`config.mk`:
```
export PLATFORM = sky130hd
export DESIGN_NAME = except_detect_ex
export DESIGN_NICKNAME = d
export VERILOG_FILES = /design/src/rtl/except_detect_ex.sv
export SDC_FILE = /design/constraint.sdc
export NUM_CORES = 1
export LEC_CHECK = 0
export ABC_CLOCK_PERIOD_IN_PS = 960
export BUFFER_PORTS_ARGS = -buffer_cell sky130_fd_sc_hd__buf_2
export CAP_MARGIN = 10
export CELL_PAD_IN_SITES_DETAIL_PLACEMENT = 0
export CELL_PAD_IN_SITES_GLOBAL_PLACEMENT = 1
export CORE_MARGIN = 1.5
export CORE_UTILIZATION = 27
export DETAILED_ROUTE_END_ITERATION = 10
export PLACE_DENSITY_LB_ADDON = 0.15
export SLEW_MARGIN = 20
export SYNTH_ARGS = -nofsm -noshare
export SYNTH_HDL_FRONTEND = slang
export SYNTH_SLANG_ARGS = --single-unit
```
`constraint.sdc`:
```
create_clock -name clk -period 0.96 [get_ports clk]
set_input_delay 0 -clock clk [delete_from_list [all_inputs] [get_ports clk]]
set_output_delay 0 -clock clk [all_outputs]
set_load 0.01 [all_outputs]
```
`src/rtl/except_detect_ex.sv`:
```
// EX-stage exception detector: merges overflow/trap causes, registers toward MEM, squashes while pending.
// Optional saturating cause counters built when EXCEPT_CNT_EN is defined.
module except_detect_ex #(
  parameter int EXC_W    = 32,
  parameter int OV_BIT   = 10,
  parameter int TRAP_BIT = 11,
  parameter int CNT_W    = 16
) (
  input  logic             clk,
  input  logic             rst_n,
  input  logic             in_valid,
  input  logic             stall,
  input  logic             flush,
  input  logic             alu_lf,
  input  logic             alu_of,
  input  logic             alu_zf,
  input  logic             alu_cf,
  input  logic             trap,
  input  logic             overflow_detect,
  input  logic [2:0]       condition,
  input  logic [EXC_W-1:0] excepttype_in,
  input  logic             cnt_clr,
  output logic             out_valid,
  output logic [EXC_W-1:0] excepttype_out,
  output logic             exc_pending,
  output logic [CNT_W-1:0] ov_count,
  output logic [CNT_W-1:0] trap_count
);

  localparam int STAGES = 1;

  typedef enum logic {IDLE, PENDING} state_t;

  typedef struct packed {
    logic lf;
    logic of;
    logic zf;
    logic cf;
  } alu_flags_t;

  alu_flags_t           flags;
  state_t               state, state_nx;
  logic [STAGES:0]      vld_pipe;
  logic                 vld_nx;
  logic [EXC_W-1:0]     exc_q, exc_nx;
  logic                 cond_true, take_trap, take_ov;
  logic [EXC_W-1:0]     next_exc;
  logic                 cap_evt;

  assign flags = '{lf: alu_lf, of: alu_of, zf: alu_zf, cf: alu_cf};

  always_comb begin
    cond_true = 1'b0;
    case (condition)
      3'b001:  cond_true =  flags.zf;
      3'b010:  cond_true = !flags.zf;
      3'b011:  cond_true = !flags.lf;
      3'b110:  cond_true =  flags.lf;
      3'b100:  cond_true = !flags.cf;
      3'b101:  cond_true =  flags.cf;
      default: cond_true = 1'b0;
    endcase
  end

  assign take_trap = trap & cond_true;
  assign take_ov   = overflow_detect & flags.of;
  assign next_exc  = excepttype_in
                   | (EXC_W'(take_ov)   << OV_BIT)
                   | (EXC_W'(take_trap) << TRAP_BIT);

  assign vld_pipe[0] = in_valid;

  // Flush beats stall beats capture; PENDING turns every capture into a bubble.
  always_comb begin
    state_nx = state;
    vld_nx   = vld_pipe[STAGES];
    exc_nx   = exc_q;
    cap_evt  = 1'b0;
    if (flush) begin
      state_nx = IDLE;
      vld_nx   = 1'b0;
      exc_nx   = '0;
    end else if (!stall) begin
      if (state == IDLE) begin
        vld_nx  = in_valid;
        exc_nx  = in_valid ? next_exc : '0;
        cap_evt = in_valid;
        if (in_valid && (next_exc != '0))
          state_nx = PENDING;
      end else begin
        vld_nx = 1'b0;
        exc_nx = '0;
      end
    end
  end

  always_ff @(posedge clk) begin
    if (!rst_n) begin
      state              <= IDLE;
      vld_pipe[STAGES:1] <= '0;
      exc_q              <= '0;
    end else begin
      state              <= state_nx;
      vld_pipe[STAGES:1] <= vld_nx;
      exc_q              <= exc_nx;
    end
  end

  assign out_valid      = vld_pipe[STAGES];
  assign excepttype_out = exc_q;
  assign exc_pending    = (state == PENDING);

`ifdef EXCEPT_CNT_EN
  logic [CNT_W-1:0] ov_cnt, trap_cnt;

  // Clear wins over a same-cycle increment; both counters stick at all-ones.
  always_ff @(posedge clk) begin
    if (!rst_n || cnt_clr) begin
      ov_cnt   <= '0;
      trap_cnt <= '0;
    end else if (cap_evt) begin
      if (take_ov && (ov_cnt != '1))
        ov_cnt <= ov_cnt + 1'b1;
      if (take_trap && (trap_cnt != '1))
        trap_cnt <= trap_cnt + 1'b1;
    end
  end

  assign ov_count   = ov_cnt;
  assign trap_count = trap_cnt;
`else
  logic unused_cnt;
  assign unused_cnt = ^{cnt_clr, cap_evt};
  assign ov_count   = '0;
  assign trap_count = '0;
`endif

endmodule

```
==> summary.md <==
| Metric | Value |
|---|---|
| Status | finished with violations |
| Failing checks | setup timing |
| Reg power frac | 46.0% |
| Pins Over Slew Limit | 0 |
| H-tree depth | 2 |
| Minimum clock period | 1.06 ns |
| Area delta synth->final | 48.1% |
| Top-count cell post-synth | dfxtp_1 |
| Post-route ant nets | 0 |
| RSZ-0062 raised after global routing | true |
| Final Skew | 0.00732 ns |
| Crit end category | flop |
| Register area share after synthesis | 39.5% |
| Most used DFF post-synth | dfxtp_1 |
| Largest net degree at the start of global routing | 22 |
| Drt wl/cell | 12.6 um |
| Routed vias | 1577 |
| Core box area | 6030 um^2 |
| Die height | 82.9 um |
| Clock tree sinks | 34 |
| Period Utilization, post-route | 110% |
| # rows | 28 |
| Int Power | 2.33 mW |
| GRT overflow | 0 |
| Initial core utilization | 28.6% |
| CP arrival | 1.27 ns |
| Placer Congestion | 0.786 |
| Number of max-cap violations | 0 |
| CP Data Required Time | 1.18 ns |
| Post-Syn Instances | 172 |
| Netlist Area Pre-Place | 1720 um^2 |
| Num CTS Buffers | 5 |
| Switch share | 26.5% |
| Nets | 338 |
| Final std cells w/o fill | 367 |
| Fmax | 946 MHz |
| Leakage | 1.15 nW |
| Pwr/cell area | 1240 nW/um^2 |
| Antenna fix cells | 0 |
| DRT iter0 DRCs | 23 |
| Total GRT Usage | 12.9% |
| Syn. warnings | 0 |
| Initial antenna violation count | 0 |
| Worst-Skew Late Latency | 0.28 ns |
| Worst Hold Class | primary input to flop |
| Synth unique cells | 29 |
| Async set-reset flop share out of synthesis | 0% |
| Setup TNS | -2.63 ns |
| Vias/cell | 4.30 |
| Worst-path clk slew | 0.07 ns |
| Share of layout cells above drive strength 1 | 51.4% |
| Post-synth top area share | 39.5% |
| Top cells by count, synth | dfxtp_1 (34), buf_4 (33), a22oi_2 (20) |
| R2R Setup Slk | -0.1 ns |
| Crit path max fanout | 7 |
| Post-synth top area cell | dfxtp_1 |
| Peak supply drop | 0.444 mV |
| Hpwl dp | 3.34 mm |
| Top area cells in the synthesized netlist | dfxtp_1 (40%), a22oi_2 (15%), buf_4 (14%), nor2_2 (6.9%), a22oi_1 (4.8%) |
| Die area | 6860 um^2 |
| Register bit total from synthesis | 34 |
| Critical setup path kind | flop to flop |
| Worst Setup Start Kind | flop |
| Hold Fails Final Rpt | 0 |
| Drt drc | 0 |
| Avg Cell Area, Syn | 10.0 um^2 |
| Combinational power share | 19.7% |
| Post-synth EDFFs | 0 |
| Root Buffer | clkbuf_8 |
| I/O Pins | 113 |
| Count of final setup violators | 34 |
| Clock share of power | 34.3% |
| Global-route wire length before repair | 7.11 mm |
| Die W | 82.9 um |
| Fin util | 42.3% |
| Final Total Pwr | 3.17 mW |
| IO Port Bufs | 79 |
| Placed insts | 331 |
| CTS tree | built |
| Number of global-route vias before repair | 1462 |
| Net switching power | 0.839 mW |
| First drt pass iteration count | 2 |
| Worst hold slack | 0.00491 ns |
| Total Wirelength | 4.63 mm |
| Clk buf depth | 2 |
| Final worst slack | -0.0976 ns |
-- sequential cells by signal (all words and copies together) (netlist names) --
register,count
exc_pending,1
excepttype_out,32
out_valid,1
-- final timing paths --
| check | from | to | depth (start not counted) |
|---|---|---|---|
| setup / recovery | exc_pending | excepttype_out[11] | 5 |
| hold / removal | rst_n | exc_pending | 3 |
| setup reg to reg | exc_pending | excepttype_out[11] | 5 |
| hold reg to reg | excepttype_out[11] | excepttype_out[11] | 2 |
-- cell usage in the layout, fill, tap and decap left out, types with 2 or more instances in the layout --
master         instances
buf_2                 79
a22oi_1               11
buf_12                 2
dlygate4sd3_1         24
nor4_1                 7
nor2_1                15
a22oi_2               20
nor2b_1                3
conb_1                32
nand2_1                3
nor2_2                19
buf_4                 16
dfxtp_1               33
clkbuf_8               6
-- metal layers --
| layer | up-vias | track usage (%) | wire length, um | part of all wire [%] |
|---|---|---|---|---|
| met5 | - | 0 | 0 | 0 |
| met4 | 0 | 5.00 | 57 | 1.2 |
| met3 | 7 | 3.78 | 286 | 6.2 |
| met2 | 62 | 22.0 | 2320 | 50 |
| met1 | 730 | 15.2 | 1960 | 42 |
| li1 | 778 | - | - | - |
-- timing repair --
item,CTS,global route
endpoints found under the setup margin,34,34
gates cloned,1,1
setup buffers,2,0
hold buffers,24,0
pin swaps,1,0
endpoints found under the hold margin,24,0
gates resized for setup,2,0
-- through the flow --
stage / instance area (um^2) / setup slack [ns]
2_1_floorplan: 1840 / -0.0817
3_3_place_gp: 2150 / -0.197
3_5_place_dp: 2150 / -0.199
4_1_cts: 2520 / -0.104
5_1_grt: 2550 / -0.189
6_report: 2550 / -0.0976
-- layout make-up --
type,count,area [um^2]
clock buffer,7,86.3
timing repair buffer,124,860
fill,603,3480
sequential,34,682
tap,75,93.8
clock inverter,1,5.00
inverter,1,3.75
multi-input combinational,125,820
-- logic make-up (layout without fill, tap and decap cells) --
logic type             after synthesis  in the layout  share of synthesized area, %
AOI/OAI and AO/OA                   40             40                          23.1
DFF                                 34             34                          39.5
buffers and inverters               44            133                          19.8
other                                1             32                         0.218
and+or+nand+nor                     53             53                          17.4
-- power groups by stage --
| stage | Clock (mW) | Combinational, mW | Sequential (mW) |
|---|---|---|---|
| after floorplan | 0 | 0.372 | 1.50 |
| after global placement | 0 | 0.512 | 1.49 |
| after detailed placement | 0 | 0.509 | 1.49 |
| after CTS | 1.14 | 0.613 | 1.46 |
| after global routing | 1.19 | 0.676 | 1.46 |
| final | 1.09 | 0.624 | 1.46 |
-- critical path: stages, from the launching register on --
cell and delay (ns):
dfxtp_2 0.35, nor3b_4 0.20, buf_6 0.16, buf_12 0.12, nand2b_1 0.05, o22ai_1 0.11
No activity file was read; power rests on OpenSTA's default activity.
